--- config.mk ---
export PLATFORM = sky130hd
export DESIGN_NAME = vr_inst_fetch
export DESIGN_NICKNAME = d
export VERILOG_FILES = /design/src/rtl/vr_inst_fetch.sv
export SDC_FILE = /design/constraint.sdc
export NUM_CORES = 1
export LEC_CHECK = 0
export BUFFER_PORTS_ARGS = -buffer_cell sky130_fd_sc_hd__buf_2
export CORE_ASPECT_RATIO = 0.5
export CORE_MARGIN = 2
export CORE_UTILIZATION = 46
export CTS_CLUSTER_SIZE = 28
export DETAILED_ROUTE_END_ITERATION = 7
export PLACE_DENSITY_LB_ADDON = 0.08
export RECOVER_POWER = 100
export SKIP_CTS_REPAIR_TIMING = 1
export SYNTH_ARGS = -nofsm -noshare
export SYNTH_HDL_FRONTEND = slang
export SYNTH_SLANG_ARGS = --single-unit
--- constraint.sdc ---
create_clock -name clk -period 10.2 [get_ports clk]
set_clock_uncertainty 0.05 [all_clocks]
set_input_delay 3.06 -clock clk [delete_from_list [all_inputs] [get_ports clk]]
set_output_delay 3.06 -clock clk [all_outputs]
set_load 0.05 [all_outputs]
--- src/rtl/vr_inst_fetch.sv ---
// Instruction fetch front end: drives a combinational instruction memory and
// buffers {pc, inst} pairs in a small prefetch queue feeding decode.
module vr_inst_fetch #(
    parameter int unsigned DEPTH        = 4,
    parameter logic [31:0] RESET_PC     = 32'h0000_0000,
    parameter bit          HALT_ON_ZERO = 1'b1
) (
    input  logic        clk,
    input  logic        rst_n,
    output logic [31:0] imem_addr,
    output logic        imem_req,
    input  logic [31:0] imem_inst,
    output logic        out_valid,
    input  logic        out_ready,
    output logic [31:0] out_inst,
    output logic [31:0] out_pc,
    input  logic        redirect,
    input  logic [31:0] redirect_pc,
    output logic        halted
);

    localparam int unsigned AW = (DEPTH > 1) ? $clog2(DEPTH) : 1;
    localparam int unsigned CW = AW + 1;

    localparam logic [0:0] ST_RUN  = 1'b0;
    localparam logic [0:0] ST_HALT = 1'b1;

    typedef struct packed {
        logic [31:0] pc;
        logic [31:0] inst;
    } entry_t;

    logic [0:0]    state_q, state_d;
    logic [31:0]   pc_q, pc_d;
    logic [AW-1:0] rd_q, rd_d;
    logic [AW-1:0] wr_q, wr_d;
    logic [CW-1:0] cnt_q, cnt_d;
    entry_t        head_q, head_d;
    entry_t        mem [DEPTH];

    logic zero_hit;
    logic push;
    logic pop;
    logic unused_pc_lsb;

    // The low address bits of a redirect target are forced to zero.
    assign unused_pc_lsb = ^redirect_pc[1:0];

    assign imem_req  = (state_q == ST_RUN) && (cnt_q < CW'(DEPTH)) && !redirect;
    assign zero_hit  = imem_req && HALT_ON_ZERO && (imem_inst == 32'h0);
    assign push      = imem_req && !zero_hit;
    assign pop       = (cnt_q != '0) && out_ready && !redirect;

    assign imem_addr = pc_q;
    assign out_valid = (cnt_q != '0);
    assign out_inst  = head_q.inst;
    assign out_pc    = head_q.pc;
    assign halted    = (state_q == ST_HALT);

    // State register and fetch bookkeeping.
    always_ff @(posedge clk or negedge rst_n) begin
        if (!rst_n) begin
            state_q <= ST_RUN;
            pc_q    <= RESET_PC;
            rd_q    <= '0;
            wr_q    <= '0;
            cnt_q   <= '0;
            head_q  <= '0;
        end else begin
            state_q <= state_d;
            pc_q    <= pc_d;
            rd_q    <= rd_d;
            wr_q    <= wr_d;
            cnt_q   <= cnt_d;
            head_q  <= head_d;
        end
    end

    // Queue storage; contents are only meaningful under cnt_q, so no reset.
    always_ff @(posedge clk) begin
        if (push) begin
            mem[wr_q] <= '{pc: pc_q, inst: imem_inst};
        end
    end

    // Next-state: redirect dominates, otherwise push/pop/halt bookkeeping.
    always_comb begin
        state_d = state_q;
        pc_d    = pc_q;
        rd_d    = rd_q;
        wr_d    = wr_q;
        cnt_d   = cnt_q;
        head_d  = head_q;

        if (redirect) begin
            state_d = ST_RUN;
            pc_d    = {redirect_pc[31:2], 2'b00};
            rd_d    = '0;
            wr_d    = '0;
            cnt_d   = '0;
        end else begin
            case (state_q)
                ST_RUN:  if (zero_hit) state_d = ST_HALT;
                ST_HALT: state_d = ST_HALT;
                default: state_d = ST_RUN;
            endcase

            if (push) begin
                pc_d = pc_q + 32'd4;
                wr_d = wr_q + AW'(1);
            end
            if (pop) begin
                rd_d = rd_q + AW'(1);
            end

            case ({push, pop})
                2'b10:   cnt_d = cnt_q + CW'(1);
                2'b01:   cnt_d = cnt_q - CW'(1);
                default: cnt_d = cnt_q;
            endcase

            // Head register follows the new head; the word being pushed
            // becomes the head when nothing else remains in the queue.
            if (cnt_d != '0) begin
                if (push && ((cnt_q - CW'(pop)) == '0)) begin
                    head_d = '{pc: pc_q, inst: imem_inst};
                end else begin
                    head_d = mem[rd_d];
                end
            end
        end
    end

endmodule

# [Word-level counts from Yosys, hierarchy flattened]
# Memory sizes are Yosys's and may differ from the RTL's.
# Index checks and enable logic that the tools add are counted.
[word_totals] output_inout_bits=99 mem_bits_rw=256 mem_count=1 regBits=104 wordCells=50
[memory_table] memory="mem" words=4 width=64 rd=1 rd_clocked_by_memory_dff=0 wr=1 line_no="39" rtl="entry_t mem [DEPTH];"
[op_classes] bitwise=2 magnitude_cmp=1 n_reduce_logical=15 n_addsub=6 mux=16 n_eq_ne=2
[ops] operator="$mux 32" n=2
[ops] operator="$mux 64" n=1
[ops] operator="$add 32x3->32 const B" n=1
[ops] operator="$logic_not 32->1" n=1
[ops] operator="$mux 2" n=5
[ops] operator="$logic_and 1x1->1" n=7
[ops] operator="$mux 3" n=2
[ops] operator="$pmux 3 s2" n=1
[ops] operator="$reduce_bool 3->1" n=2
[ops] operator="$add 2x1->2 const B" n=2
[ops] operator="$mux 1" n=4
[ops] operator="$add 3x1->3 const B" n=1
[ops] operator="$logic_not 3->1" n=1
[ops] operator="$lt 3x3->1 const B" n=1
[ops] operator="$sub 3x1->3" n=1
[ops] operator="$sub 3x1->3 const B" n=1
[ops] operator="$eq 2x1->1 const B" n=1
[ops] operator="$eq 2x2->1 const B" n=1
[ops] operator="$logic_not 1->1" n=2
[ops] operator="$not 1->1" n=2
[ops] operator="$pmux 1 s2" n=1
[ops] operator="$reduce_and 2->1" n=1
[ops] operator="$reduce_bool 2->1" n=1

# [Logic depth before layout (Yosys ltp)]
[depth] depth_word=11 mapped_depth=16 ltp_nobuf=11

# [Worst setup path after synthesis]
# OpenSTA, ideal clock, no wires.
[synth_timing] path_kind="input to output" from="input port redirect" to="output port imem_req" cell_stages=4 t_arrival_ns=4.109 required_ns=7.090 path_buffers=2 setup_slack_ns=2.981 cell_sequence="or3_1 clkbuf_1 clkbuf_1 inv_1"
[synth_via] elab_chain_cells=2
[synth_lines] item="start: declaration" line_no="17" rtl="input logic redirect,"
[synth_lines] item="$logic_not 1->1" line_no="49" rtl="assign imem_req = (state_q == ST_RUN) && (cnt_q < CW'(DEPTH)) && !redirect;"
[synth_lines] item="$logic_and 1x1->1" line_no="49"
[synth_lines] item="end: declaration" line_no="11" rtl="output logic imem_req,"
# Every way passes these cells.

# [Worst setup path in the final report]
[layout_timing] from="input port imem_inst[19]" to="memory mem[3][1] (netlist name) (enable)"
[layout_via] elab_chain_cells=6
[layout_lines] item="start: declaration" line_no="12" rtl="input logic [31:0] imem_inst,"
[layout_lines] item="$logic_not 32->1" line_no="50" rtl="assign zero_hit = imem_req && HALT_ON_ZERO && (imem_inst == 32'h0);"
[layout_lines] item="$logic_and 1x1->1" line_no="50"
[layout_lines] item="$logic_not 1->1" line_no="51" rtl="assign push = imem_req && !zero_hit;"
[layout_lines] item="$logic_and 1x1->1" line_no="51"
[layout_lines] item="$mux 1" line_no="81" rtl="if (push) begin"
[layout_lines] item="$mux 1 (not written as such)" line_no="82" rtl="mem[wr_q] <= '{pc: pc_q, inst: imem_inst};"
[layout_lines] item="end: declaration" line_no="39"
# Every way passes these cells.

==> run_results.csv <==
group,metric,value,unit
floorplan,rows,51,
synthesis,synth.top_cell.area_share,41.2,%
critical_path,reg2reg_slack,3820,ps
power_and_ir_drop,seqPwrFrac,37.7,%
clocking,cts-root-buf,"clkbuf_16",
timing,timing.fmax,113,MHz
detailed_routing,wl_met1,26200,um
synthesis,seq_area_frac_synth,55.0,%
layout,most-common-layout-cells,"248 x edfxtp_1, 245 x nor2_1, 152 x nor4_1",
synthesis,synth-edff-count,248,
clocking,clockBufferDepth,3,
floorplan,initial_utilization,46.6,%
critical_path,endpoint_kind,"flop",
critical_path,worstSetupStartpointType,"input pin",
placed_design,port_buffers,160,
timing,fin_ws,1370,ps
placed_design,hpwl,32200,um
timing,fin_crit_sh,86.6,%
synthesis,yosysWarningCount,0,
synthesis,syn_inst,1761,
detailed_routing,met3_wirelength,4550,um
critical_path,rr_worst_depth,5,
clocking,htree_levels,2,
clocking,clkTransAtPathRegs,70,ps
worst_hold_path,worstHoldStart,"out_inst[4]$_DFFE_PN0P_",
job,drv_cap,9,
grt,grt_usage,28.3,%
detailed_routing,firstDrtPassIters,6,
synthesis,synth.distinct_cells,65,
clocking,numCtsBuffers,35,
layout,ff_latch_area,9960,um2
clocking,cts_tree,"done",
power_and_ir_drop,p_comb_share,38.8,%
floorplan,ios,167,
synthesis,avgSynthCellArea,10.3,um2
power_and_ir_drop,power_density,272,nW/um2
timing,min_period,8830,ps
critical_path,critPathKind,"in2reg",
critical_path,reg2reg_from,"cnt_q[2]$_DFF_PN0_",
layout,layout-drive-gt1-share,6.91,%
power_and_ir_drop,intPower,3.04,mW
critical_path,worstPathArrival,8870,ps
detailed_routing,vias,15300,
synthesis,post-synth-top-area-cell,"edfxtp_1",
timing,max_slew_margin,-200,%
clocking,clk_latency,530,ps
outcome,failed_checks,"max-capacitance violations, max-slew violations",
floorplan,die_w,284,um
floorplan,die_height,144,um
power_and_ir_drop,switching_share,43.3,%
synthesis,ys_ff_latch,348,
layout,diodes,0,
critical_path,path_max_fanout,35,
worst_hold_path,worst_hold_path.endpoint,"out_inst[4]$_DFFE_PN0P_",
synthesis,netlist_area,18100,um2
critical_path,crit_required,10230,ps
detailed_routing,ant_nets,0,
placed_design,place_ws,1870,ps
grt,grt_pass1_wl,88900,um
detailed_routing,routed.top_layer,"met4",
floorplan,dieArea,41000,um2
timing,drv_slew,399,
detailed_routing,wirelength,58800,um
synthesis,synth_ff_type,"edfxtp_1",
layout,multi_input_area,7010,um2
detailed_routing,viasPerCell,6.46,
detailed_routing,routedWlPerCell,24.8,um
timing,setup_violations,0,
synthesis,synth.area.top_cells,"edfxtp_1 41%, dfrtp_1 14%, nor4_1 5.3%",
layout,layout.cells.most_common,"edfxtp_1",
grt,grt_max_degree,90,
synthesis,synth_async_sr_flop_share,28.7,%
critical_path,reg2reg_to,"mem[3][1]$_DFFE_PP_",
grt,grt_overflow_total,0,
grt,antenna_found_initial,0,
outcome,status,"finished, violations left",
timing,hold_viol_final,0,
power_and_ir_drop,peakVddDrop,160,uV
clocking,clock_sinks,348,
timing,tns,0,ps
detailed_routing,drc,0,
timing,rsz0062_at_grt,"no",
power_and_ir_drop,power.switching,2.33,mW
layout,fin_util,50.9,%
layout,areaGrowthSynthToFinish,9.18,%
worst_hold_path,hold_depth,2,
timing,tightest_slew,4500,ps
detailed_routing,routed-wl-met2,26700,um
power_and_ir_drop,leakagePower,6.80,nW
detailed_routing,drt_iter0_drc,1644,
floorplan,coreArea,38800,um2
worst_hold_path,holdCritPathClass,"reg2reg",
layout,fillers,3601,
layout,final_nets,1888,
placed_design,gp_congestion,0.810,
power_and_ir_drop,clockPowerShare,23.5,%
grt,grt_pass1_vias,15000,
[layer usage]
metal | track usage (%) | vias to the layer above
met3 | 5.63 | 112
met1 | 39.9 | 7762
met4 | 8.56 | 0
met5 | 0 | -
li1 | - | 6778
met2 | 44.4 | 657
[worst max-delay path: stages]
cell,delay [ps]
clkbuf_1,500
nor4_1,250
and4_1,350
a21oi_1,620
and2_0,1960
clkbuf_1,2070
[worst max-delay path by stage]
stage | slack, ps | start | endpoint
floorplan | 2980 | redirect | imem_req
global placement | 2030 | imem_inst[19] | out_pc[15]$_DFFE_PN0P_
detailed placement | 1870 | imem_inst[19] | out_pc[10]$_DFFE_PN0P_
CTS | 2410 | imem_inst[19] | out_pc[10]$_DFFE_PN0P_
global route | 1100 | imem_inst[19] | mem[2][16]$_DFFE_PP_
finish | 1370 | imem_inst[19] | mem[3][1]$_DFFE_PP_
[stage by stage]
stage	instance area, um2	hold WS (ps)	total power, mW	std cells
6_report	19700	448	5.37	2368
5_1_grt	19700	490	5.62	2368
4_1_cts	20100	449	5.50	2368
3_5_place_dp	19000	432	4.24	2305
3_3_place_gp	19000	429	4.18	2305
2_1_floorplan	18100	492	3.65	1764
[cell type report]
| type | count | area share [%] |
|---|---|---|
| repair buffers | 184 | 4.03 |
| well taps | 530 | 3.36 |
| clock inverters | 9 | 0.241 |
| multi-input cells | 1183 | 35.5 |
| clock buffers | 54 | 5.27 |
| flip-flops and latches | 348 | 50.4 |
| inverters | 60 | 1.14 |
[power groups by stage]
| stage | clock (mW) | combinational, mW | sequential [mW] |
|---|---|---|---|
| 5_1_grt | 1.34 | 2.23 | 2.06 |
| 3_3_place_gp | 0 | 2.16 | 2.01 |
| 6_report | 1.27 | 2.08 | 2.03 |
| 2_1_floorplan | 0 | 1.21 | 2.44 |
| 3_5_place_dp | 0 | 2.21 | 2.03 |
| 4_1_cts | 1.28 | 2.22 | 2.00 |
[registers in the layout (all words and copies together) (netlist names)]
register / flops
rd_q: 2
imem_addr: 30
wr_q: 2
out_inst: 32
halted: 1
mem: 248
out_pc: 30
cnt_q: 3
[cell usage after synthesis, types with 6 or more instances]
library cell	number
a31oi_1	9
buf_1	19
a22oi_1	6
nor2_1	245
mux2i_1	27
dfrtp_1	100
a21oi_1	7
inv_1	59
o221ai_1	6
edfxtp_1	248
clkbuf_1	119
nand3_1	114
nor3_1	133
nand4_1	10
o21ai_0	135
nor4b_1	16
o221ai_2	30
o311ai_0	28
ha_1	7
a2bb2oi_1	59
buf_2	24
nand2b_1	7
nand2_1	46
nor4_1	152
nor3b_1	62
nor2b_1	6
[kinds of logic (layout without fill, tap and decap cells)]
logic type / count (synthesis) / in the layout / synth area share, %
other cells: 1 / 4 / 0.0207
compound gates: 313 / 313 / 13.0
simple gates: 819 / 819 / 23.5
buf+inv: 233 / 307 / 5.49
mux: 31 / 31 / 1.93
fa+ha+maj: 8 / 8 / 0.595
flops: 348 / 348 / 55.0
xor+xnor: 8 / 8 / 0.388
No activity file was read; power rests on OpenSTA's default activity.
